`config.mk`:
```
export PLATFORM = sky130hd
export DESIGN_NAME = vfu_response_router_flat
export DESIGN_NICKNAME = d
export VERILOG_FILES = /design/src/rtl/vfu_response_router_if.sv /design/src/rtl/vfu_response_router.sv /design/src/flat_wrapper.sv
export SDC_FILE = /design/constraint.sdc
export NUM_CORES = 1
export LEC_CHECK = 0
export CAP_MARGIN = 20
export CORE_MARGIN = 8
export CORE_UTILIZATION = 48
export DETAILED_ROUTE_END_ITERATION = 16
export PLACE_DENSITY = 0.76
export SLEW_MARGIN = 20
export SYNTH_ARGS = -nofsm -noshare
export SYNTH_HDL_FRONTEND = slang
export SYNTH_SLANG_ARGS = --single-unit
```
`constraint.sdc`:
```
create_clock -name clock -period 5.4 [get_ports clock]
set_input_delay 1.08 -clock clock [delete_from_list [all_inputs] [get_ports clock]]
set_output_delay 1.08 -clock clock [all_outputs]
set_load 0.03 [all_outputs]
```
`src/rtl/vfu_response_router_if.sv`:
```
// Slot/VFU-side signal bundle for vfu_response_router.
// master: arbiter, VFU and slots; slave: the router.
interface vfu_response_router_if #(
  parameter int DATA_W = 32
);
  logic              io_reqIn_valid;
  logic              io_reqIn_ready;
  logic [1:0]        io_reqIn_tag;
  logic              io_reqOut_valid;
  logic              io_reqOut_ready;
  logic              io_vfuResp_valid;
  logic [1:0]        io_vfuResp_tag;
  logic [DATA_W-1:0] io_vfuResp_data;
  logic [1:0]        io_vfuResp_executeIndex;
  logic              io_vfuResp_vxsat;
  logic              io_slotResp_0_valid;
  logic              io_slotResp_0_ready;
  logic [DATA_W-1:0] io_slotResp_0_data;
  logic [1:0]        io_slotResp_0_executeIndex;
  logic              io_slotResp_0_vxsat;
  logic              io_slotResp_1_valid;
  logic              io_slotResp_1_ready;
  logic [DATA_W-1:0] io_slotResp_1_data;
  logic [1:0]        io_slotResp_1_executeIndex;
  logic              io_slotResp_1_vxsat;
  logic              io_slotResp_2_valid;
  logic              io_slotResp_2_ready;
  logic [DATA_W-1:0] io_slotResp_2_data;
  logic [1:0]        io_slotResp_2_executeIndex;
  logic              io_slotResp_2_vxsat;
  logic              io_slotResp_3_valid;
  logic              io_slotResp_3_ready;
  logic [DATA_W-1:0] io_slotResp_3_data;
  logic [1:0]        io_slotResp_3_executeIndex;
  logic              io_slotResp_3_vxsat;
  logic              io_overflow;

  modport master (
    output io_reqIn_valid, io_reqIn_tag, io_reqOut_ready,
    output io_vfuResp_valid, io_vfuResp_tag, io_vfuResp_data,
    output io_vfuResp_executeIndex, io_vfuResp_vxsat,
    output io_slotResp_0_ready, io_slotResp_1_ready,
    output io_slotResp_2_ready, io_slotResp_3_ready,
    input  io_reqIn_ready, io_reqOut_valid,
    input  io_slotResp_0_valid, io_slotResp_0_data,
    input  io_slotResp_0_executeIndex, io_slotResp_0_vxsat,
    input  io_slotResp_1_valid, io_slotResp_1_data,
    input  io_slotResp_1_executeIndex, io_slotResp_1_vxsat,
    input  io_slotResp_2_valid, io_slotResp_2_data,
    input  io_slotResp_2_executeIndex, io_slotResp_2_vxsat,
    input  io_slotResp_3_valid, io_slotResp_3_data,
    input  io_slotResp_3_executeIndex, io_slotResp_3_vxsat,
    input  io_overflow
  );

  modport slave (
    input  io_reqIn_valid, io_reqIn_tag, io_reqOut_ready,
    input  io_vfuResp_valid, io_vfuResp_tag, io_vfuResp_data,
    input  io_vfuResp_executeIndex, io_vfuResp_vxsat,
    input  io_slotResp_0_ready, io_slotResp_1_ready,
    input  io_slotResp_2_ready, io_slotResp_3_ready,
    output io_reqIn_ready, io_reqOut_valid,
    output io_slotResp_0_valid, io_slotResp_0_data,
    output io_slotResp_0_executeIndex, io_slotResp_0_vxsat,
    output io_slotResp_1_valid, io_slotResp_1_data,
    output io_slotResp_1_executeIndex, io_slotResp_1_vxsat,
    output io_slotResp_2_valid, io_slotResp_2_data,
    output io_slotResp_2_executeIndex, io_slotResp_2_vxsat,
    output io_slotResp_3_valid, io_slotResp_3_data,
    output io_slotResp_3_executeIndex, io_slotResp_3_vxsat,
    output io_overflow
  );
endinterface

```
`src/rtl/vfu_response_router.sv`:
```
// Credit-gated VFU request path and per-slot response FIFOs.
// VFU_RESP_BYPASS_EN: empty-FIFO responses pass through same cycle.
module vfu_response_router #(
  parameter int DEPTH  = 2,
  parameter int DATA_W = 32
) (
  input logic clock,
  input logic reset,
  vfu_response_router_if.slave io
);
  localparam int CW = $clog2(DEPTH + 1);
  localparam int PW = (DEPTH > 1) ? $clog2(DEPTH) : 1;

  typedef struct packed {
    logic [DATA_W-1:0] data;
    logic [1:0]        eidx;
    logic              vxsat;
  } ent_t;

  ent_t          mem_q [4][DEPTH];
  logic [PW-1:0] rd_q [4];
  logic [PW-1:0] rd_d [4];
  logic [PW-1:0] wr_q [4];
  logic [PW-1:0] wr_d [4];
  logic [CW-1:0] cnt_q [4];
  logic [CW-1:0] cnt_d [4];
  logic [CW-1:0] cred_q [4];
  logic [CW-1:0] cred_d [4];
  logic          ovf_q, ovf_d;

  logic [3:0] rdy, hit, fire, deq;
  logic [3:0] push, pop, byp, drop, sval;
  ent_t       vin;
  ent_t       shown [4];
  logic       cred_ok;

  function automatic logic [PW-1:0] inc(
    input logic [PW-1:0] p
  );
    return (p == PW'(DEPTH - 1)) ? '0 : p + PW'(1);
  endfunction

  assign rdy = {io.io_slotResp_3_ready,
                io.io_slotResp_2_ready,
                io.io_slotResp_1_ready,
                io.io_slotResp_0_ready};

  assign vin = '{data:  io.io_vfuResp_data,
                 eidx:  io.io_vfuResp_executeIndex,
                 vxsat: io.io_vfuResp_vxsat};

  assign cred_ok = (cred_q[io.io_reqIn_tag] != '0);
  assign io.io_reqOut_valid = io.io_reqIn_valid & cred_ok;
  assign io.io_reqIn_ready  = io.io_reqOut_ready & cred_ok;

  always_comb begin
    hit  = '0;
    fire = '0;
    byp  = '0;
    sval = '0;
    deq  = '0;
    pop  = '0;
    push = '0;
    drop = '0;
    for (int t = 0; t < 4; t++) begin
      hit[t]  = io.io_vfuResp_valid
              & (io.io_vfuResp_tag == 2'(t));
      fire[t] = io.io_reqIn_valid & io.io_reqIn_ready
              & (io.io_reqIn_tag == 2'(t));
`ifdef VFU_RESP_BYPASS_EN
      byp[t]   = hit[t] & (cnt_q[t] == '0);
      sval[t]  = (cnt_q[t] != '0) | byp[t];
      shown[t] = byp[t] ? vin : mem_q[t][rd_q[t]];
`else
      sval[t]  = (cnt_q[t] != '0);
      shown[t] = mem_q[t][rd_q[t]];
`endif
      deq[t]  = sval[t] & rdy[t];
      pop[t]  = deq[t] & (cnt_q[t] != '0);
      // a full FIFO can still accept when its head leaves this edge
      push[t] = hit[t] & ((cnt_q[t] != CW'(DEPTH)) | pop[t])
              & ~(byp[t] & rdy[t]);
      drop[t] = hit[t] & (cnt_q[t] == CW'(DEPTH)) & ~pop[t];
    end
  end

  always_comb begin
    ovf_d = ovf_q | (|drop);
    for (int t = 0; t < 4; t++) begin
      cnt_d[t]  = cnt_q[t] + CW'(push[t]) - CW'(pop[t]);
      cred_d[t] = cred_q[t] + CW'(deq[t]) - CW'(fire[t]);
      rd_d[t]   = pop[t] ? inc(rd_q[t]) : rd_q[t];
      wr_d[t]   = push[t] ? inc(wr_q[t]) : wr_q[t];
    end
  end

  always_ff @(posedge clock) begin
    if (!reset) begin
      ovf_q <= 1'b0;
      for (int t = 0; t < 4; t++) begin
        cnt_q[t]  <= '0;
        cred_q[t] <= CW'(DEPTH);
        rd_q[t]   <= '0;
        wr_q[t]   <= '0;
      end
    end else begin
      ovf_q <= ovf_d;
      for (int t = 0; t < 4; t++) begin
        cnt_q[t]  <= cnt_d[t];
        cred_q[t] <= cred_d[t];
        rd_q[t]   <= rd_d[t];
        wr_q[t]   <= wr_d[t];
      end
    end
  end

  always_ff @(posedge clock) begin
    for (int t = 0; t < 4; t++) begin
      if (push[t]) mem_q[t][wr_q[t]] <= vin;
    end
  end

  assign io.io_overflow = ovf_q;

  assign io.io_slotResp_0_valid        = sval[0];
  assign io.io_slotResp_0_data         = shown[0].data;
  assign io.io_slotResp_0_executeIndex = shown[0].eidx;
  assign io.io_slotResp_0_vxsat        = shown[0].vxsat;
  assign io.io_slotResp_1_valid        = sval[1];
  assign io.io_slotResp_1_data         = shown[1].data;
  assign io.io_slotResp_1_executeIndex = shown[1].eidx;
  assign io.io_slotResp_1_vxsat        = shown[1].vxsat;
  assign io.io_slotResp_2_valid        = sval[2];
  assign io.io_slotResp_2_data         = shown[2].data;
  assign io.io_slotResp_2_executeIndex = shown[2].eidx;
  assign io.io_slotResp_2_vxsat        = shown[2].vxsat;
  assign io.io_slotResp_3_valid        = sval[3];
  assign io.io_slotResp_3_data         = shown[3].data;
  assign io.io_slotResp_3_executeIndex = shown[3].eidx;
  assign io.io_slotResp_3_vxsat        = shown[3].vxsat;
endmodule
```
`src/flat_wrapper.sv`:
```
// flat-port wrapper written by rule: the top's interface ports become plain ports
module vfu_response_router_flat 
#(
  parameter int DEPTH  = 2,
  parameter int DATA_W = 32
)
  (clock, reset, io_io_reqIn_valid, io_io_reqIn_tag, io_io_reqOut_ready, io_io_vfuResp_valid, io_io_vfuResp_tag, io_io_vfuResp_data, io_io_vfuResp_executeIndex, io_io_vfuResp_vxsat, io_io_slotResp_0_ready, io_io_slotResp_1_ready, io_io_slotResp_2_ready, io_io_slotResp_3_ready, io_io_reqIn_ready, io_io_reqOut_valid, io_io_slotResp_0_valid, io_io_slotResp_0_data, io_io_slotResp_0_executeIndex, io_io_slotResp_0_vxsat, io_io_slotResp_1_valid, io_io_slotResp_1_data, io_io_slotResp_1_executeIndex, io_io_slotResp_1_vxsat, io_io_slotResp_2_valid, io_io_slotResp_2_data, io_io_slotResp_2_executeIndex, io_io_slotResp_2_vxsat, io_io_slotResp_3_valid, io_io_slotResp_3_data, io_io_slotResp_3_executeIndex, io_io_slotResp_3_vxsat, io_io_overflow);
  vfu_response_router_if #(.DATA_W(DATA_W)) io_i ();
  input logic clock;
  input logic reset;
  input wire logic [$bits(io_i.io_reqIn_valid)-1:0] io_io_reqIn_valid;
  input wire logic [$bits(io_i.io_reqIn_tag)-1:0] io_io_reqIn_tag;
  input wire logic [$bits(io_i.io_reqOut_ready)-1:0] io_io_reqOut_ready;
  input wire logic [$bits(io_i.io_vfuResp_valid)-1:0] io_io_vfuResp_valid;
  input wire logic [$bits(io_i.io_vfuResp_tag)-1:0] io_io_vfuResp_tag;
  input wire logic [$bits(io_i.io_vfuResp_data)-1:0] io_io_vfuResp_data;
  input wire logic [$bits(io_i.io_vfuResp_executeIndex)-1:0] io_io_vfuResp_executeIndex;
  input wire logic [$bits(io_i.io_vfuResp_vxsat)-1:0] io_io_vfuResp_vxsat;
  input wire logic [$bits(io_i.io_slotResp_0_ready)-1:0] io_io_slotResp_0_ready;
  input wire logic [$bits(io_i.io_slotResp_1_ready)-1:0] io_io_slotResp_1_ready;
  input wire logic [$bits(io_i.io_slotResp_2_ready)-1:0] io_io_slotResp_2_ready;
  input wire logic [$bits(io_i.io_slotResp_3_ready)-1:0] io_io_slotResp_3_ready;
  output wire logic [$bits(io_i.io_reqIn_ready)-1:0] io_io_reqIn_ready;
  output wire logic [$bits(io_i.io_reqOut_valid)-1:0] io_io_reqOut_valid;
  output wire logic [$bits(io_i.io_slotResp_0_valid)-1:0] io_io_slotResp_0_valid;
  output wire logic [$bits(io_i.io_slotResp_0_data)-1:0] io_io_slotResp_0_data;
  output wire logic [$bits(io_i.io_slotResp_0_executeIndex)-1:0] io_io_slotResp_0_executeIndex;
  output wire logic [$bits(io_i.io_slotResp_0_vxsat)-1:0] io_io_slotResp_0_vxsat;
  output wire logic [$bits(io_i.io_slotResp_1_valid)-1:0] io_io_slotResp_1_valid;
  output wire logic [$bits(io_i.io_slotResp_1_data)-1:0] io_io_slotResp_1_data;
  output wire logic [$bits(io_i.io_slotResp_1_executeIndex)-1:0] io_io_slotResp_1_executeIndex;
  output wire logic [$bits(io_i.io_slotResp_1_vxsat)-1:0] io_io_slotResp_1_vxsat;
  output wire logic [$bits(io_i.io_slotResp_2_valid)-1:0] io_io_slotResp_2_valid;
  output wire logic [$bits(io_i.io_slotResp_2_data)-1:0] io_io_slotResp_2_data;
  output wire logic [$bits(io_i.io_slotResp_2_executeIndex)-1:0] io_io_slotResp_2_executeIndex;
  output wire logic [$bits(io_i.io_slotResp_2_vxsat)-1:0] io_io_slotResp_2_vxsat;
  output wire logic [$bits(io_i.io_slotResp_3_valid)-1:0] io_io_slotResp_3_valid;
  output wire logic [$bits(io_i.io_slotResp_3_data)-1:0] io_io_slotResp_3_data;
  output wire logic [$bits(io_i.io_slotResp_3_executeIndex)-1:0] io_io_slotResp_3_executeIndex;
  output wire logic [$bits(io_i.io_slotResp_3_vxsat)-1:0] io_io_slotResp_3_vxsat;
  output wire logic [$bits(io_i.io_overflow)-1:0] io_io_overflow;
  assign io_i.io_reqIn_valid = io_io_reqIn_valid;
  assign io_i.io_reqIn_tag = io_io_reqIn_tag;
  assign io_i.io_reqOut_ready = io_io_reqOut_ready;
  assign io_i.io_vfuResp_valid = io_io_vfuResp_valid;
  assign io_i.io_vfuResp_tag = io_io_vfuResp_tag;
  assign io_i.io_vfuResp_data = io_io_vfuResp_data;
  assign io_i.io_vfuResp_executeIndex = io_io_vfuResp_executeIndex;
  assign io_i.io_vfuResp_vxsat = io_io_vfuResp_vxsat;
  assign io_i.io_slotResp_0_ready = io_io_slotResp_0_ready;
  assign io_i.io_slotResp_1_ready = io_io_slotResp_1_ready;
  assign io_i.io_slotResp_2_ready = io_io_slotResp_2_ready;
  assign io_i.io_slotResp_3_ready = io_io_slotResp_3_ready;
  assign io_io_reqIn_ready = io_i.io_reqIn_ready;
  assign io_io_reqOut_valid = io_i.io_reqOut_valid;
  assign io_io_slotResp_0_valid = io_i.io_slotResp_0_valid;
  assign io_io_slotResp_0_data = io_i.io_slotResp_0_data;
  assign io_io_slotResp_0_executeIndex = io_i.io_slotResp_0_executeIndex;
  assign io_io_slotResp_0_vxsat = io_i.io_slotResp_0_vxsat;
  assign io_io_slotResp_1_valid = io_i.io_slotResp_1_valid;
  assign io_io_slotResp_1_data = io_i.io_slotResp_1_data;
  assign io_io_slotResp_1_executeIndex = io_i.io_slotResp_1_executeIndex;
  assign io_io_slotResp_1_vxsat = io_i.io_slotResp_1_vxsat;
  assign io_io_slotResp_2_valid = io_i.io_slotResp_2_valid;
  assign io_io_slotResp_2_data = io_i.io_slotResp_2_data;
  assign io_io_slotResp_2_executeIndex = io_i.io_slotResp_2_executeIndex;
  assign io_io_slotResp_2_vxsat = io_i.io_slotResp_2_vxsat;
  assign io_io_slotResp_3_valid = io_i.io_slotResp_3_valid;
  assign io_io_slotResp_3_data = io_i.io_slotResp_3_data;
  assign io_io_slotResp_3_executeIndex = io_i.io_slotResp_3_executeIndex;
  assign io_io_slotResp_3_vxsat = io_i.io_slotResp_3_vxsat;
  assign io_io_overflow = io_i.io_overflow;
  vfu_response_router #(.DEPTH(DEPTH), .DATA_W(DATA_W)) u_core (.clock(clock), .reset(reset), .io(io_i));
endmodule
```
==> metrics.yaml, run 1 <==
timing:
  hold_viol: 0
  tns_ps: 0
  worst_pin_slew_ps: 1070
  period_needed_ps: 4070
  relSlewSlack: 0.289
  fin_ws_ps: 1330
  clock_skew_ps: 8.76
  maxSlewViolCount: 0
  layout_worst_path_cycle_share: 0.754
  rsz0062_at_grt: "false"
  max_freq_ghz: 0.246
  setup_viol: 0
final_layout:
  multiInputGateArea_um2: 2460
  syn_to_final_growth_pct: 28.2
  n_antenna_cell: 0
  final_nets: 879
  fillerInstances: 1648
  post-route-util: 0.629
  register_area_um2: 8940
  drive_gt1_frac: 0.242
synthesis:
  synth-edff-count: 283
  synth_area_leaders: "edfxtp_1 74%, mux2_2 14%, dfxtp_1 3.8%, ha_1 2.0%, and2_1 0.98%"
  synth_most_common_cell: "edfxtp_1"
  yosysUniqueCellTypes: 35
  synth_area_um2: 11500
  ys.flop_type: "edfxtp_1"
  ys_seq_area_frac: 0.774
  synthCells: 600
  synth.avg_cell_area_um2: 19.2
  synthArstFlopShare: 0
  yosysTopAreaCell: "edfxtp_1"
  ys_warn_count: 0
  synth_common_cells: "283 x edfxtp_1, 140 x mux2_2, 22 x dfxtp_1"
  synth_top_area_share: 0.736
  syn_nets: 666
  ys_seq_elements: 305
route:
  vias: 5965
  routed_wl_um: 25100
  drt_iter0_drc: 272
  drc: 0
  viasPerCell: 5.17
  drt_pass1_iterations: 4
  drtAntennaViolNets: 0
  wl_per_cell_um: 21.8
clock_network:
  post_cts_resized: 0
  h-tree-depth: 1
  cts_setup_buffers: 0
  clk_pin_slew_ps: 60
  clk_latency_ps: 520
  cts-hold-fix-buffers: 0
  root_buffer: "clkbuf_16"
  cts_buffers: 29
  clockBufferDepth: 3
  cts_tree: "yes"
  clock_sinks: 305
pwr:
  share_comb_of_total_power: 0.227
  p_int_uw: 4520
  netSwitchingFraction: 0.274
  p_switching_uw: 1710
  clkPwrFrac: 0.319
  power_density_nw_per_um2: 421
  ir_drop_mv: 0.308
  p_leak_uw: 0.00504
  seqPwrFrac: 0.454
critical_path:
  cpPeakStageDelay_ps: 610
  slowest_stage: "clkdlybuf4s50_1"
  cp-start-kind: "primary input"
  crit_type: "primary input to output pin"
  worstPathArrival_ps: 2990
  critPathBufInv: 2
  cpMostUsedCell: "clkdlybuf4s50_1"
  path_cells: "clkdlybuf4s50_1, or3b_1, o311a_1, o21a_1, clkdlybuf4s50_1"
  worst-path-max-fanout: 9
  critPathRequiredTime_ps: 4320
  critical_path.top_delay_family: "buffers and inverters"
  end_kind: "output pin"
floorplan:
  io_pins: 195
  rows: 56
  core_um2: 23500
  initial_core_util: 0.490
  dieArea_um2: 29300
  die_h_um: 171
  fp.dieW_um: 171
run:
  drv_cap: 0
global_route:
  grt.overflow.total: 0
  grtUsageTotal: 0.170
  grt_pass1_wl_um: 38000
  grt_max_degree: 37
  antenna_found_initial: 1
  first_global_vias: 6586
min_path:
  min_path_type: "flop to flop"
placement:
  io_buffers: 194
  place_worst_setup_slack_ps: 1320
  dp_hpwl_um: 15800
  finalWeightedCongestion: 0.783
run_status:
  outcome: "finished, final reports clean"
worst paths after layout:
check / start / end / slack (ps) / depth (start not counted)
setup reg to reg: u_core.cnt_q[0][7] / u_core.mem_q[3][15] / 3080 / 3
setup / recovery: io_io_reqIn_tag[0] / io_io_reqIn_ready / 1330 / 5
hold reg to reg: u_core.cred_q[1][1] / u_core.cred_q[1][1] / 510 / 2
hold / removal: u_core.cred_q[1][1] / u_core.cred_q[1][1] / 510 / 2
placed cells by master, fill, tap and decap left out, drive strengths merged:
cell / count
nor4: 3
and3b: 1
nand2b: 4
inv: 19
mux2i: 1
a21oi: 2
nor4b: 2
or2: 4
xor2: 8
clkinvlp: 4
nor2: 11
clkbuf: 37
a21o: 1
mux2: 140
clkinv: 8
a211oi: 1
or3b: 2
buf: 8
nand3b: 1
o311a: 1
and3: 1
o21a: 5
and2: 18
bufinv: 4
xnor2: 5
o311ai: 1
ha: 18
o31a: 2
nand2: 7
edfxtp: 283
nand3: 3
clkdlybuf4s50: 194
nor3: 8
nor3b: 4
o221ai: 1
dfxtp: 22
state kept, by name (all words and copies together), names as in the netlist:
name                   cells
u_core.io.io_overflow      1
u_core.wr_q                4
u_core.cnt_q               8
u_core.rd_q                4
u_core.mem_q             280
u_core.cred_q              8
worst min-delay path, cell delays in order, from the launching register on:
cell	delay (ps)
dfxtp_1	340
xnor2_1	80
nand2_1	60
layer usage:
layer  wire (µm)  track usage  up-vias
met2       12800        0.305      186
li1            -            -     2717
met1       10300        0.205     3013
met5           9            0        -
met3        1460       0.0336       47
met4         569       0.0495        2
per-stage QoR:
step | instance area (µm²) | cells | power [µW] | hold slack (ps)
floorplan | 11500 | 600 | 3710 | 460
global placement | 13900 | 1101 | 4270 | 482
detailed placement | 13900 | 1101 | 4300 | 490
CTS | 14800 | 1153 | 6290 | 512
global route | 14800 | 1153 | 6460 | 546
finish | 14800 | 1153 | 6240 | 507
area by class of cell:
class,instances,share of cell area
repair buffers,202,0.135
multi-input cells,255,0.166
clock inverters,15,0.0120
well taps,319,0.0270
clock buffers,37,0.0510
inverters,20,0.00507
flip-flops and latches,305,0.604
power by group through the flow:
stage	sequential, µW	clock (µW)	combinational (µW)
3_5_place_dp	2880	0	1420
4_1_cts	2830	2020	1440
3_3_place_gp	2870	0	1400
5_1_grt	2840	2110	1510
2_1_floorplan	2790	0	922
6_report	2830	1990	1420
logic make-up after synthesis:
| logic type | count (synthesis) | share of synthesized area |
|---|---|---|
| multiplexers | 141 | 0.137 |
| adder cells (fa/ha/maj) | 18 | 0.0195 |
| buffers and inverters | 40 | 0.0152 |
| flip-flops | 305 | 0.774 |
| XOR/XNOR | 13 | 0.00986 |
| AO/OA/AOI/OAI | 14 | 0.00932 |
| AND/OR/NAND/NOR | 69 | 0.0346 |
Note: power is estimated with default switching activity, not from simulation.
==> run 2, diff against run 1 <==
--- a/config.mk
+++ b/config.mk
@@ -7,9 +7,9 @@
 export LEC_CHECK = 0
 export CAP_MARGIN = 20
 export CORE_MARGIN = 8
-export CORE_UTILIZATION = 48
+export CORE_UTILIZATION = 53
 export DETAILED_ROUTE_END_ITERATION = 16
-export PLACE_DENSITY = 0.76
+export PLACE_DENSITY = 0.8
 export SLEW_MARGIN = 20
 export SYNTH_ARGS = -nofsm -noshare
 export SYNTH_HDL_FRONTEND = slang
==> constraint.sdc (replaced) <==
create_clock -name clock -period 4 [get_ports clock]
set_input_delay 0.8 -clock clock [delete_from_list [all_inputs] [get_ports clock]]
set_output_delay 0.8 -clock clock [all_outputs]
set_load 0.03 [all_outputs]
==> run 2 against run 1 <==
  * Clock-buffer cell count rose by 4
  * Power rose by 36%
  * Register-to-register slack got worse by 1200 ps
  * Highest routed layer is now met4
  * Cell count fell by 2.3%
==> metrics.yaml, run 2 (synthesized netlist as in run 1, its figures left out) <==
run_status:
  outcome: "finished, final reports clean"
clock_network:
  clk_latency_ps: 530  # about the same
  clockBufferDepth: 3  # unchanged
  clk_pin_slew_ps: 60  # about the same
  root_buffer: "clkbuf_16"
  cts_setup_buffers: 0  # unchanged
  cts_buffers: 30  # +3.4%
  post_cts_resized: 0  # unchanged
  h-tree-depth: 1  # unchanged
  cts-hold-fix-buffers: 0  # unchanged
  cts_tree: "yes"
  clock_sinks: 305  # unchanged
route:
  wl_per_cell_um: 22.4  # +2.9%
  drt_pass1_iterations: 4  # unchanged
  drt_iter0_drc: 289  # +6.3%
  viasPerCell: 5.39  # +4.3%
  vias: 6079  # +1.9%
  drc: 0  # unchanged
  drtAntennaViolNets: 0  # unchanged
  routed_wl_um: 25300  # +0.60%
timing:
  hold_viol: 0  # unchanged
  layout_worst_path_cycle_share: 0.890
  worst_pin_slew_ps: 967  # -98.7 ps
  clock_skew_ps: 9.91  # +1.15 ps
  max_freq_ghz: 0.281
  period_needed_ps: 3560
  tns_ps: 0  # unchanged
  relSlewSlack: 0.355  # +0.0658
  maxSlewViolCount: 0  # unchanged
  rsz0062_at_grt: "false"
  setup_viol: 0  # unchanged
final_layout:
  final_common_cell: "edfxtp_1"
  n_antenna_cell: 0  # unchanged
  fillerInstances: 1375  # -17%
  final_nets: 889  # +1.1%
  layout_common_cells: "283 x edfxtp_1, 194 x clkdlybuf4s50_1, 140 x mux2_2"
  register_area_um2: 8940  # unchanged
  fin_area_um2: 14900  # +0.76%
  drive_gt1_frac: 0.253  # +0.0105
  largest_reg_flops: 280  # unchanged
  multiInputGateArea_um2: 2450  # -0.10%
  syn_to_final_growth_pct: 29.2
critical_path:
  end_kind: "output pin"
  worstPathArrival_ps: 2760  # -230 ps
  crit_type: "primary input to output pin"
  cpPeakStageDelay_ps: 630  # +20 ps
  cpMostUsedCell: "clkdlybuf4s50_1"
  slowest_stage: "clkdlybuf4s50_1"
  critPathRequiredTime_ps: 3200  # -1120 ps
  worst-path-max-fanout: 9  # unchanged
  path_cells: "clkdlybuf4s50_1, or3b_1, o311a_1, o21a_1, clkdlybuf4s50_1"
  critPathBufInv: 2  # unchanged
  critical_path.top_delay_family: "buffers and inverters"
  cp-start-kind: "primary input"
global_route:
  grt_max_degree: 37  # unchanged
  antenna_found_initial: 0  # -1
  grt.overflow.total: 0  # unchanged
  first_global_vias: 6626  # +0.61%
  grt_pass1_wl_um: 37700  # -0.60%
  grtUsageTotal: 0.185  # +0.0150
placement:
  finalWeightedCongestion: 0.772  # -1.4%
  io_buffers: 194  # unchanged
  dp_hpwl_um: 16700  # +5.4%
  placed_area_um2: 13900  # +0.41%
run:
  drv_cap: 0  # unchanged
min_path:
  min_path_type: "flop to flop"
floorplan:
  rows: 54  # -3.6%
  io_pins: 195  # unchanged
  initial_core_util: 0.534  # +0.0436
  dieArea_um2: 26800  # -8.6%
  die_h_um: 164  # -4.4%
  core_um2: 21600  # -8.2%
  fp.dieW_um: 164  # -4.4%
pwr:
  ir_drop_mv: 0.378  # +23%
  p_leak_uw: 0.00514  # +2.0%
  power_density_nw_per_um2: 569  # +35%
[run 2: cell types whose count changed in the layout (fill, tap and decap cells not counted)]
cell	before	now
buf_4	8	14
buf_12	0	3
clkbuf_8	0	3
and2_2	0	2
and2_4	2	0
clkbuf_16	29	31
clkinv_1	5	7
clkinvlp_4	3	1
bufinv_16	4	3
clkbuf_1	8	7
clkinv_2	3	4
clkinvlp_2	1	0
inv_6	0	1
[run 2: metal layers]
metal,part of all wire,vias to the layer above,track usage
met5,0,-,0
met1,0.41,3089,0.224
met4,0.020,0,0.0525
met3,0.050,46,0.0328
met2,0.52,201,0.333
li1,-,2743,-
[run 2: final timing paths]
| kind | from | to | slack [ps] | cells after the start |
|---|---|---|---|---|
| setup / recovery | io_io_reqIn_tag[0] | io_io_reqOut_valid | 440 | 5 |
| hold / removal | u_core.cred_q[1][1] | u_core.cred_q[1][1] | 500 | 2 |
| setup reg to reg | u_core.cnt_q[0][7] | u_core.mem_q[3][52] | 1860 | 4 |
| hold reg to reg | u_core.cred_q[1][1] | u_core.cred_q[1][1] | 500 | 2 |
[run 2: worst register-to-register path, stage by stage (launching register included)]
cell,delay [ps]
dfxtp_1,330
nor3b_1,160
nor3b_1,430
ha_2,590
buf_4,310
[run 2: per-stage QoR]
| stage | worst slack, ps | power [µW] | utilization | hold slack (ps) | instances |
|---|---|---|---|---|---|
| after floorplan | -973 | 5010 | - | 460 | 600 |
| after global placement | 509 | 5770 | 0.644 | 473 | 1071 |
| after detailed placement | 459 | 5820 | 0.644 | 476 | 1071 |
| after CTS | 447 | 8570 | 0.690 | 506 | 1127 |
| after global routing | 377 | 8800 | 0.690 | 521 | 1127 |
| final | 439 | 8490 | 0.690 | 502 | 1127 |
[run 2: final cells by class]
cell class                      instances  share of cell area
Clock buffer                           41              0.0565
Inverter                               20             0.00503
Tap cell                              280              0.0235
Clock inverter                         15             0.00998
Multi-Input combinational cell        255               0.164
Sequential cell                       305               0.599
Timing Repair Buffer                  211               0.141
[run 2: power breakdown]
part           switching (µW)  total [µW]  internal, µW
logic                    1070        1950           877
registers                 136        3790          3650
clock network            1100        2760          1660
==> run 3, diff against run 2 <==
--- a/config.mk
+++ b/config.mk
@@ -5,11 +5,13 @@
 export SDC_FILE = /design/constraint.sdc
 export NUM_CORES = 1
 export LEC_CHECK = 0
+export ABC_CLOCK_PERIOD_IN_PS = 4000
 export CAP_MARGIN = 20
 export CORE_MARGIN = 8
 export CORE_UTILIZATION = 53
 export DETAILED_ROUTE_END_ITERATION = 16
 export PLACE_DENSITY = 0.8
+export RECOVER_POWER = 25
 export SLEW_MARGIN = 20
 export SYNTH_ARGS = -nofsm -noshare
 export SYNTH_HDL_FRONTEND = slang
==> run 3 against run 2 <==
  * Global-route usage is the same
  * Sequential share of layout area unchanged
  * Register-to-register slack about the same
  * Via count up 0.15%
  * Non-clock buffer count stayed put
  * Utilization is the same
  * Clock power hardly changed
  * Clock-buffer cell count stayed put
  * Largest power group unchanged
==> metrics.yaml, run 3 (synthesized netlist as in run 1, its figures left out) <==
route:
  drtAntennaViolNets: 0  # unchanged
  viasPerCell: 5.40  # +0.15%
  drc: 0  # unchanged
  drt_pass1_iterations: 4  # unchanged
  vias: 6088  # +0.15%
  drt_iter0_drc: 290  # +0.35%
  routed_wl_um: 25300  # about the same
  wl_per_cell_um: 22.4  # about the same
pwr:
  p_switching_uw: 2300  # about the same
  seqPwrFrac: 0.446  # about the same
  p_int_uw: 6190  # about the same
  ir_drop_mv: 0.378  # about the same
  clkPwrFrac: 0.325  # about the same
  netSwitchingFraction: 0.271  # about the same
  power_density_nw_per_um2: 569  # about the same
  total_power_uw: 8490  # about the same
  share_comb_of_total_power: 0.229  # about the same
  p_leak_uw: 0.00515  # +0.13%
final_layout:
  fin_area_um2: 14900  # unchanged
  syn_to_final_growth_pct: 29.2  # unchanged
  fillerInstances: 1375  # unchanged
  final_nets: 889  # unchanged
  drive_gt1_frac: 0.253  # unchanged
  final_common_cell: "edfxtp_1"
  layout_common_cells: "283 x edfxtp_1, 168 x clkdlybuf4s50_1, 140 x mux2_2"
  largest_reg_flops: 280  # unchanged
  n_antenna_cell: 0  # unchanged
  post-route-util: 0.690  # unchanged
placement:
  finalWeightedCongestion: 0.772  # unchanged
  dp_hpwl_um: 16700  # unchanged
  placed_area_um2: 13900  # unchanged
  io_buffers: 194  # unchanged
floorplan:
  dieArea_um2: 26800  # unchanged
  initial_core_util: 0.534  # unchanged
  io_pins: 195  # unchanged
  core_um2: 21600  # unchanged
  fp.dieW_um: 164  # unchanged
  die_h_um: 164  # unchanged
  rows: 54  # unchanged
clock_network:
  cts_setup_buffers: 0  # unchanged
  post_cts_resized: 0  # unchanged
  cts_buffers: 30  # unchanged
  h-tree-depth: 1  # unchanged
  root_buffer: "clkbuf_16"
  clk_pin_slew_ps: 60  # about the same
  cts_tree: "yes"
  clockBufferDepth: 3  # unchanged
  clk_latency_ps: 530  # about the same
  clock_sinks: 305  # unchanged
  cts-hold-fix-buffers: 0  # unchanged
global_route:
  grt_pass1_wl_um: 37700  # unchanged
  grtUsageTotal: 0.185  # unchanged
  antenna_found_initial: 0  # unchanged
  first_global_vias: 6626  # unchanged
  grt_max_degree: 37  # unchanged
  grt.overflow.total: 0  # unchanged
timing:
  max_freq_ghz: 0.281  # about the same
  period_needed_ps: 3560  # +0.446 ps
  layout_worst_path_cycle_share: 0.890  # about the same
  setup_viol: 0  # unchanged
  maxSlewViolCount: 0  # unchanged
  rsz0062_at_grt: "false"
  hold_viol: 0  # unchanged
  relSlewSlack: 0.353  # -0.00198
  clock_skew_ps: 10.4  # +0.499 ps
  worst_pin_slew_ps: 970  # +2.98 ps
critical_path:
  cp-start-kind: "primary input"
  end_kind: "output pin"
  crit_type: "primary input to output pin"
  rrSetupSlack_ps: 1860  # about the same
  slowest_stage: "clkdlybuf4s50_1"
  worstPathArrival_ps: 2760  # about the same
  worst-path-max-fanout: 9  # unchanged
  path_cells: "clkdlybuf4s50_1, or3b_1, o311a_1, o21a_1, clkdlybuf4s50_1"
  cpPeakStageDelay_ps: 630  # about the same
  cpMostUsedCell: "clkdlybuf4s50_1"
  critPathRequiredTime_ps: 3200  # about the same
run:
  drv_cap: 0  # unchanged
min_path:
  min_path_type: "flop to flop"
run_status:
  outcome: "finished, final reports clean"
## run 3: cell count changes in the layout (fill, tap and decap cells not counted)
cell and change:
clkdlybuf4s50_1 -26, dlygate4sd3_1 +26
## run 3: layout make-up
class	instances	area [µm²]	share of cell area
clock buffers	41	843	0.0565
clock inverters	15	149	0.00998
inverters	20	75.1	0.00503
multi-input cells	255	2450	0.164
flip-flops and latches	305	8940	0.599
well taps	280	350	0.0235
repair buffers	211	2110	0.141
## run 3: worst paths after layout
check                                    startpoint             endpoint  cells after the start
worst min register to register  u_core.cred_q[1][1]  u_core.cred_q[1][1]                      2
worst max register to register   u_core.cnt_q[0][7]  u_core.mem_q[3][52]                      4
worst min-delay path            u_core.cred_q[1][1]  u_core.cred_q[1][1]                      2
worst max-delay path             io_io_reqIn_tag[0]   io_io_reqOut_valid                      5
## run 3: power by group through the flow
stage | registers [µW] | logic [µW] | clock network, µW
6_report | 3790 | 1940 | 2760
5_1_grt | 3800 | 2060 | 2920
4_1_cts | 3790 | 1980 | 2800
3_5_place_dp | 3850 | 1960 | 0
3_3_place_gp | 3840 | 1930 | 0
2_1_floorplan | 3770 | 1240 | 0
## run 3: metrics by stage
step | hold WS, ps | setup WS (ps) | TNS [ps] | cells
after floorplan | 460 | -973 | -69930 | 600
after global placement | 473 | 509 | 0 | 1071
after detailed placement | 476 | 459 | 0 | 1071
after CTS | 506 | 447 | 0 | 1127
after global routing | 521 | 377 | 0 | 1127
final | 503 | 438 | 0 | 1127
## run 3: critical path: cells and delay by family
kind            cells  cell delay, ps
buf+inv             2            1220
simple gates        1             420
compound gates      2             320
## run 3: layer usage
layer  wire length [µm]  GRT usage  vias up
met2              13200      0.333      200
met5                  0          0        -
li1                   -          -     2746
met1              10300      0.224     3096
met3               1280     0.0328       46
met4                516     0.0525        0
